==> src/rtl/fetch_queue_if.sv <==
// Fetch queue bus: instruction-memory request/ack and CPU instruction handoff.
interface fetch_queue_if;
    logic        mem_req;
    logic [15:0] mem_addr;
    logic        mem_ack;
    logic [15:0] mem_data;
    logic [15:0] instr;
    logic [15:0] instr_pc;
    logic        instr_valid;
    logic        instr_ready;
    logic        redirect;
    logic [15:0] redirect_pc;
    logic        hlt;

    // Fetch queue side
    modport master (
        output mem_req, mem_addr, instr, instr_pc, instr_valid,
        input  mem_ack, mem_data, instr_ready, redirect, redirect_pc, hlt
    );

    // Memory / CPU side
    modport slave (
        input  mem_req, mem_addr, instr, instr_pc, instr_valid,
        output mem_ack, mem_data, instr_ready, redirect, redirect_pc, hlt
    );
endinterface

==> src/rtl/fetch_queue.sv <==
// Instruction prefetch queue: one outstanding memory read at a time, a DEPTH-entry
// FIFO of {pc, instr}, flush on redirect, and a sticky halt that only rst clears.
module fetch_queue #(
    parameter int DEPTH = 4
) (
    input  logic          clk,
    input  logic          rst,
    fetch_queue_if.master bus
);
    localparam int AW = (DEPTH > 1) ? $clog2(DEPTH) : 1;
    localparam int CW = AW + 1;

    typedef enum logic [1:0] {IDLE, WAIT, DROP, HALTED} state_t;

    state_t        state_q, state_d;
    logic          pend_q, pend_d;     // request still outstanding while HALTED
    logic          first_q;            // first cycle after reset: ignore stale acks
    logic [15:0]   fetch_pc_q, fetch_pc_d;
    logic [15:0]   req_addr_q;         // address of the request in flight
    logic [AW-1:0] rd_q, wr_q;
    logic [CW-1:0] count_q;
    logic [31:0]   ent_q [DEPTH];

    logic req, vld, ack_v, pop, push, flush, live;

    assign live  = (state_q != HALTED);
    assign ack_v = req && bus.mem_ack && !first_q;
    assign pop   = vld && bus.instr_ready;
    assign flush = live && (bus.hlt || bus.redirect);
    // Data of a request that was overtaken by a redirect/halt is never queued.
    assign push  = ack_v && (state_q == IDLE || state_q == WAIT) && !flush;

    // State register; reset abandons any request in flight
    always_ff @(posedge clk) begin
        if (rst) begin
            state_q <= IDLE;
            pend_q  <= 1'b0;
            first_q <= 1'b1;
        end else begin
            state_q <= state_d;
            pend_q  <= pend_d;
            first_q <= 1'b0;
        end
    end

    // Next state: halt beats redirect, redirect beats normal fetch progress
    always_comb begin
        state_d    = state_q;
        pend_d     = pend_q;
        fetch_pc_d = fetch_pc_q;
        if (state_q == HALTED) begin
            if (ack_v) pend_d = 1'b0;
        end else if (bus.hlt) begin
            state_d = HALTED;
            pend_d  = req && !ack_v;
        end else if (bus.redirect) begin
            state_d    = (req && !ack_v) ? DROP : IDLE;
            fetch_pc_d = {bus.redirect_pc[15:1], 1'b0};
        end else begin
            unique case (state_q)
                IDLE:      if (req && !ack_v) state_d = WAIT;
                WAIT, DROP: if (ack_v) state_d = IDLE;
                default:   state_d = state_q;
            endcase
            if (push) fetch_pc_d = fetch_pc_q + 16'd2;
        end
    end

    // Outputs: IDLE presents fetch_pc directly, later states replay the latched address
    always_comb begin
        req = 1'b0;
        if (!rst) begin
            unique case (state_q)
                IDLE:       req = (count_q < CW'(DEPTH));
                WAIT, DROP: req = 1'b1;
                HALTED:     req = pend_q;
                default:    req = 1'b0;
            endcase
        end
        vld = !rst && live && (count_q != '0);
    end

    assign bus.mem_req     = req;
    assign bus.mem_addr    = rst ? 16'h0000 : ((state_q == IDLE) ? fetch_pc_q : req_addr_q);
    assign bus.instr_valid = vld;
    assign bus.instr       = vld ? ent_q[rd_q][15:0]  : 16'h0000;
    assign bus.instr_pc    = vld ? ent_q[rd_q][31:16] : 16'h0000;

    // Fetch PC, in-flight address and queue pointers
    always_ff @(posedge clk) begin
        if (rst) begin
            fetch_pc_q <= 16'h0000;
            req_addr_q <= 16'h0000;
            rd_q       <= '0;
            wr_q       <= '0;
            count_q    <= '0;
        end else begin
            fetch_pc_q <= fetch_pc_d;
            if (state_q == IDLE && req) req_addr_q <= fetch_pc_q;
            if (flush) begin
                rd_q    <= '0;
                wr_q    <= '0;
                count_q <= '0;
            end else begin
                if (push) wr_q <= wr_q + 1'b1;
                if (pop)  rd_q <= rd_q + 1'b1;
                count_q <= count_q + CW'(push) - CW'(pop);
            end
        end
    end

    // Queue storage, no reset needed: entries are only read when counted valid
    always_ff @(posedge clk) begin
        if (push) ent_q[wr_q] <= {fetch_pc_q, bus.mem_data};
    end
endmodule

==> src/flat_wrapper.sv <==
// flat-port wrapper written by rule: the top's interface ports become plain ports
module fetch_queue_flat 
#(
    parameter int DEPTH = 4
)
  (clk, rst, bus_mem_req, bus_mem_addr, bus_instr, bus_instr_pc, bus_instr_valid, bus_mem_ack, bus_mem_data, bus_instr_ready, bus_redirect, bus_redirect_pc, bus_hlt);
  fetch_queue_if bus_i ();
  input  logic clk;
  input  logic rst;
  output wire logic [$bits(bus_i.mem_req)-1:0] bus_mem_req;
  output wire logic [$bits(bus_i.mem_addr)-1:0] bus_mem_addr;
  output wire logic [$bits(bus_i.instr)-1:0] bus_instr;
  output wire logic [$bits(bus_i.instr_pc)-1:0] bus_instr_pc;
  output wire logic [$bits(bus_i.instr_valid)-1:0] bus_instr_valid;
  input wire logic [$bits(bus_i.mem_ack)-1:0] bus_mem_ack;
  input wire logic [$bits(bus_i.mem_data)-1:0] bus_mem_data;
  input wire logic [$bits(bus_i.instr_ready)-1:0] bus_instr_ready;
  input wire logic [$bits(bus_i.redirect)-1:0] bus_redirect;
  input wire logic [$bits(bus_i.redirect_pc)-1:0] bus_redirect_pc;
  input wire logic [$bits(bus_i.hlt)-1:0] bus_hlt;
  assign bus_mem_req = bus_i.mem_req;
  assign bus_mem_addr = bus_i.mem_addr;
  assign bus_instr = bus_i.instr;
  assign bus_instr_pc = bus_i.instr_pc;
  assign bus_instr_valid = bus_i.instr_valid;
  assign bus_i.mem_ack = bus_mem_ack;
  assign bus_i.mem_data = bus_mem_data;
  assign bus_i.instr_ready = bus_instr_ready;
  assign bus_i.redirect = bus_redirect;
  assign bus_i.redirect_pc = bus_redirect_pc;
  assign bus_i.hlt = bus_hlt;
  fetch_queue #(.DEPTH(DEPTH)) u_core (.clk(clk), .rst(rst), .bus(bus_i));
endmodule
==> config.mk <==
export PLATFORM = sky130hd
export DESIGN_NAME = fetch_queue_flat
export DESIGN_NICKNAME = d
export VERILOG_FILES = /design/src/rtl/fetch_queue_if.sv /design/src/rtl/fetch_queue.sv /design/src/flat_wrapper.sv
export SDC_FILE = /design/constraint.sdc
export NUM_CORES = 1
export LEC_CHECK = 0
export CORE_ASPECT_RATIO = 1.1
export CORE_UTILIZATION = 56
export CTS_CLUSTER_DIAMETER = 120
export CTS_CLUSTER_SIZE = 30
export DETAILED_ROUTE_END_ITERATION = 6
export HOLD_SLACK_MARGIN = 0.12
export PLACE_DENSITY = 0.78
export SETUP_SLACK_MARGIN = 0.1
export SLEW_MARGIN = 20
export SYNTH_ARGS = -nofsm -noshare
export SYNTH_HDL_FRONTEND = slang
export SYNTH_SLANG_ARGS = --single-unit
==> constraint.sdc <==
create_clock -name clk -period 3.5 [get_ports clk]
set_input_delay 0.875 -clock clk [delete_from_list [all_inputs] [get_ports clk]]
set_output_delay 0.875 -clock clk [all_outputs]
set_load 0.005 [all_outputs]
Word level (Yosys, flattened, before mapping)
Memories as Yosys holds them, arrays and structs flattened. A register that Yosys moved wholly into a read port is not among the register bits.
Cells that the tools add are included.
{ "word_totals": {"reg_bits": 43, "ram_bits": 128, "inputBits": 38, "out_inout_bits": 50, "elab_cells": 72, "mem_count": 1} }
{ "memory_table": {"columns": ["memory", "words", "width", "rd", "rd_clocked_by_memory_dff", "write_ports", "line", "source"], "rows": [
  ["u_core.ent_q", 4, 32, 1, 1, 1, "fetch_queue.sv:22", "logic [31:0] ent_q [DEPTH];"]
]} }
{ "op_classes": {"n_addsub": 5, "order_cmp": 1, "eq_ne": 7, "muxes": 22, "n_bitwise": 2, "reduce_logical": 26} }
{ "op_table": {"columns": ["op", "count"], "rows": [
  ["2-to-1 mux 16 bit", 6],
  ["adder 16 x 2 -> 16 bit (second input constant)", 1],
  ["2-to-1 mux 2 bit", 7],
  ["logical AND 1 bit", 10],
  ["inequality test 4 x 3 -> 1 bit (second input constant)", 2],
  ["2-to-1 mux 1 bit", 7],
  ["adder 2 x 1 -> 2 bit (second input constant)", 2],
  ["equality test 2 bit (second input constant)", 2],
  ["zero test 1 bit", 4],
  ["one-hot mux 2 bit (2 select lines)", 1],
  ["AND reduction 4 bit", 1],
  ["nonzero test 2 bit", 2],
  ["nonzero test 4 bit", 1],
  ["OR reduction 2 bit", 2],
  ["adder 3 x 1 -> 3 bit", 1],
  ["less-than comparator 3 bit (second input constant)", 1],
  ["one-hot mux 1 bit (3 select lines)", 1],
  ["AND reduction 3 bit", 1],
  ["nonzero test 3 bit", 1],
  ["subtractor 3 x 1 -> 3 bit", 1],
  ["equality test 2 x 1 -> 1 bit (second input constant)", 1],
  ["zero test 2 bit", 1],
  ["logical OR 1 bit", 2],
  ["inequality test 2 x 1 -> 1 bit (second input constant)", 1],
  ["other kinds (3)", 4]
]} }

Longest topological paths before layout
{ "logic_depth": {"ltp_word": 12, "depth_mapped": 10, "ltp_nobuf": 9} }

Worst setup path after synthesis
Ideal clock, no wire load.
{ "synth_timing": {"path_kind": "input-to-reg", "startpoint": "input rst", "endpoint": "memory u_core.ent_q[0][0], enable pin", "setup_time_ns": 0.391, "arrival_ns": 2.724, "required_ns": 3.109, "slack_ns": 0.385, "path_stages": 4, "n_path_buf": 1, "path_cell_list": "buf_6 -> a21o_4 -> nor4_1 -> and3_1"} }
{ "synth_between": {"elab_chain_len": 7} }
{ "synth_lines": {"columns": ["item", "line", "source"], "rows": [
  ["from (decl)", "flat_wrapper.sv:9", "input logic rst;"],
  ["2-to-1 mux 1 bit", "fetch_queue.sv:72", "if (!rst) begin"],
  ["logical AND 1 bit (2 in a row)", "fetch_queue.sv:27", "assign ack_v = req && bus.mem_ack && !first_q;"],
  ["logical AND 1 bit (2 in a row)", "fetch_queue.sv:31", "assign push = ack_v && (state_q == IDLE || state_q == WAIT) && !flush;"],
  ["2-to-1 mux 1 bit", "fetch_queue.sv:114", "if (push) ent_q[wr_q] <= {fetch_pc_q, bus.mem_data};"],
  ["2-to-1 mux 1 bit (implied by the code)", "fetch_queue.sv:114", null],
  ["to (decl)", "fetch_queue.sv:22", null]
]} }
No other way between the ends.

Worst setup path in the final report
{ "layout_timing": {"startpoint": "register u_core.state_q[0]", "endpoint": "output bus_mem_req"} }
{ "layout_between": {"elab_chain_len": 4, "elab_cells_between_ends": 7, "cone_classes": "eq/ne: 3; mux: 2; reduce/logical: 2"} }
{ "layout_lines": {"columns": ["item", "line", "source"], "rows": [
  ["from (decl)", "fetch_queue.sv:15", "state_t state_q, state_d;"],
  ["from (signal assigned)", "fetch_queue.sv:40", "state_q <= state_d;"],
  ["equality test 2 bit / equality test 2 x 1 -> 1 bit (equally long branches)", "fetch_queue.sv:73", "unique case (state_q)"],
  ["OR reduction 2 bit", "fetch_queue.sv:73", null],
  ["one-hot mux 1 bit (3 select lines) *", "fetch_queue.sv:73", null],
  ["2-to-1 mux 1 bit *", "fetch_queue.sv:72", null],
  ["to (decl)", "flat_wrapper.sv:10", "output wire logic [$bits(bus_i.mem_req)-1:0] bus_mem_req;"]
]} }
Mark *: on every way between the ends. The rest lies on a longest branch, timed or not.

==> results.sh <==
export IMPL_outcome="finished clean"
export IMPL_cp_required_ps=2620
export IMPL_fin_setup_tns_ps=0
export IMPL_slowest_stage="clkdlybuf4s50_1"
export IMPL_fill_cells=787
export IMPL_synthAdderAreaFrac=0.02182
export IMPL_vias_per_cell=6.242
export IMPL_ys_seq_elements=167
export IMPL_highest_layer="met4"
export IMPL_synthesis_area_um2=7226
export IMPL_die_area_um2=13360
export IMPL_hold_viol=0
export IMPL_clk_latency_ps=410
export IMPL_clk_pin_slew_ps=60
export IMPL_gp_congestion=0.8917
export IMPL_initial_core_util=0.5739
export IMPL_synthMuxAreaShare=0.1188
export IMPL_place_area_um2=8299
export IMPL_wl_met2_um=8255
export IMPL_vias=4825
export IMPL_synth_compound_area_frac=0.07740
export IMPL_async_reset_ff_frac=0
export IMPL_clkSinkCount=167
export IMPL_drtAntennaViolNets=0
export IMPL_grt_max_degree=35
export IMPL_firstDrtPassIters=5
export IMPL_min_path_type="reg -> reg"
export IMPL_swShare=0.2016
export IMPL_die_width_um=110.3
export IMPL_multi_input_area_um2=2446
export IMPL_grt_ovfl_total=0
export IMPL_antenna_found_initial=0
export IMPL_worstSetupPathType="reg -> out"
export IMPL_p_clk_frac=0.462
export IMPL_skew_ps=7.749
export IMPL_seq_area_frac_synth=0.6345
export IMPL_io_pins=88
export IMPL_clock_fmax_ghz=0.3136
export IMPL_wl_met1_um=6569
export IMPL_routed_wl_um=16030
export IMPL_intPower_w=0.003697
export IMPL_synth_distinct_cells=58
export IMPL_max_stage_delay_ps=470
export IMPL_irDropWorstVdd_uv=304.7
export IMPL_syn_mean_instance_area_um2=13.84
export IMPL_cts_buffers=17
export IMPL_critPathLaunchType="register"
export IMPL_numPortBuffers=84
export IMPL_grt_usage=0.2480
export IMPL_drive_gt1_frac=0.1429
export IMPL_grt_pass1_vias=4826
export IMPL_power_density_nw_per_um2=513.5
export IMPL_setup_ws_ps=310.7
export IMPL_rows=43
export IMPL_grt_pass1_wl_um=24630
export IMPL_holdWs_ps=455.0
export IMPL_seqPwrFrac=0.472
export IMPL_p_leak_nw=3.148
export IMPL_synth_xor_area_frac=0.006061
export IMPL_die_h_um=121.1
export IMPL_critical_path_arrival_ps=2310
export IMPL_cts_tree="yes"
export IMPL_crit_chain="inv_1, ha_1, a211oi_2, nor2_1, clkdlybuf4s50_1"
export IMPL_post_cts_buffers=0
export IMPL_core_area_um2=12590
export IMPL_drt_iter0_markers=278
export IMPL_dp_hpwl_um=9286
export IMPL_cts_buffer_depth=2
export IMPL_final_period_utilization=0.9112
export IMPL_regArea_um2=4586
export IMPL_path_max_fanout=6
export IMPL_design_area_um2=9017
export IMPL_area_growth_pct=24.80
export IMPL_rsz0062_at_grt="false"
export IMPL_slew_headroom=0.3053
export IMPL_p_switching_w=0.0009335
export IMPL_root_buffer="clkbuf_16"
export IMPL_yosys_area_share_simple=0.1117
export IMPL_synth_edf_count=124
export IMPL_power_frac_comb=0.066
export IMPL_final_nets=654
export IMPL_dr_wl_met3_um=975
export IMPL_fin_crit_ps=3189
export IMPL_dp_slack_ps=140.2
export IMPL_crit_buf_inv=2
export IMPL_routedWlPerCell_um=20.73
export IMPL_critPathTopFamily="buffers and inverters"
export IMPL_drc=0
export IMPL_drv_cap=0
export IMPL_synth_ff_type="edfxtp_1"
export IMPL_yosysWarnings=0
export IMPL_cts_max_level=4
export IMPL_synth_top_family_by_area="multiplexers"
export IMPL_setup_viol=0
export IMPL_drv_slew=0
export IMPL_synthCells=522
export IMPL_n_antenna_cell=0
export IMPL_worstMarginPinSlew_ps=1040
export IMPL_worstSetupEndpointType="primary output"
## area by class of cell
| class | instances | share of cell area |
|---|---|---|
| inverters | 12 | 0.004995 |
| repair buffers | 101 | 0.1179 |
| multi-input cells | 305 | 0.2713 |
| well taps | 157 | 0.02178 |
| clock buffers | 20 | 0.04843 |
| flip-flops and latches | 167 | 0.5085 |
| clock inverters | 11 | 0.02706 |
## per-stage QoR
| step | instances | util | power [W] |
|---|---|---|---|
| finish | 773 | 0.7163 | 0.004631 |
| global route | 773 | 0.7163 | 0.004770 |
| CTS | 772 | 0.7133 | 0.004646 |
| detailed placement | 741 | 0.6592 | 0.002516 |
| global placement | 741 | 0.6592 | 0.002505 |
| floorplan | 523 | - | 0.002391 |
## power by group through the flow
stage,clock network [W],registers (W),logic (W)
final,0.00214,0.00219,0.000308
after global routing,0.00225,0.00219,0.000332
after CTS,0.00217,0.00218,0.000294
after detailed placement,0,0.00223,0.000291
after global placement,0,0.00222,0.000283
after floorplan,0,0.00221,0.000179
## state kept, by name, indices dropped and copies added, names as in the netlist, named ones only
name and count:
u_core.state_q 2, u_core.count_q 3, u_core.first_q 1, u_core.req_addr_q 15, u_core.rd_q 2, u_core.fetch_pc_q 15
u_core.wr_q 2, u_core.ent_q 124, u_core.pend_q 1
## layer usage
metal / vias up / global-route usage
li1: 2170 / -
met1: 2423 / 0.3090
met2: 208 / 0.4278
met3: 24 / 0.05156
met4: 0 / 0.08141
met5: - / 0
## what timing repair did
| item | 4_1_cts | 5_1_grt |
|---|---|---|
| gates resized for setup | 0 | 3 |
| hold buffers | 0 | 0 |
| setup endpoints to repair | 0 | 3 |
## worst min-delay path, delay by kind of cell, from the launching register on
| kind | cells | cell delay, ps |
|---|---|---|
| DFF | 1 | 310 |
| AOI/OAI and AO/OA | 1 | 50 |
| and+or+nand+nor | 1 | 50 |
## cells in the final DEF (no fill, tap or decap), types with 3 or more instances in the layout
cell type / count
or2_2: 3
and3_1: 41
a21oi_1: 23
nor2_1: 36
mux4_2: 31
nand4_1: 5
o31ai_1: 3
buf_4: 10
buf_12: 6
a31oi_1: 6
bufinv_16: 7
ha_1: 11
mux2i_1: 16
edfxtp_1: 124
clkbuf_1: 3
dfxtp_1: 42
and4_1: 4
inv_1: 11
nor3_1: 3
clkdlybuf4s50_1: 83
xnor2_1: 4
a211oi_1: 9
o21ai_0: 6
nand2b_1: 4
nand3_1: 7
nand2_1: 46
clkbuf_16: 18
o32ai_1: 5
## synth_stat cells (5+ instances only)
cell type | n | area share
mux4_2 | 31 | 0.097
dfxtp_1 | 43 | 0.12
edfxtp_1 | 124 | 0.52
nand2_1 | 46 | 0.024
o21ai_0 | 6 | 0.0042
and3_1 | 41 | 0.035
a31oi_1 | 6 | 0.0052
nor2_1 | 37 | 0.019
nand4_1 | 5 | 0.0043
nand3_1 | 7 | 0.0048
ha_1 | 11 | 0.019
inv_1 | 11 | 0.0057
a21oi_1 | 23 | 0.016
a211oi_1 | 10 | 0.010
mux2i_1 | 16 | 0.022
o32ai_1 | 5 | 0.0061
clkbuf_1 | 28 | 0.015
## worst paths after layout
kind | startpoint | endpoint | slack [ps] | cells after the start
setup reg to reg | u_core.state_q[0] | u_core.count_q[1] | 770 | 7
setup / recovery | u_core.state_q[0] | bus_mem_req | 310 | 5
hold / removal | u_core.req_addr_q[7] | u_core.req_addr_q[7] | 450 | 2
hold reg to reg | u_core.req_addr_q[7] | u_core.req_addr_q[7] | 450 | 2
## cell families (layout without fill, tap and decap cells)
family / Yosys count / count (layout)
xor gates and xnor gates: 5 / 5
DFF: 167 / 167
other: 1 / 2
AOI/OAI and AO/OA: 78 / 78
adders and majority gates: 12 / 12
and+or+nand+nor: 161 / 161
buffers and inverters: 51 / 144
muxes: 47 / 47
No activity file was read; power rests on OpenSTA's default activity.
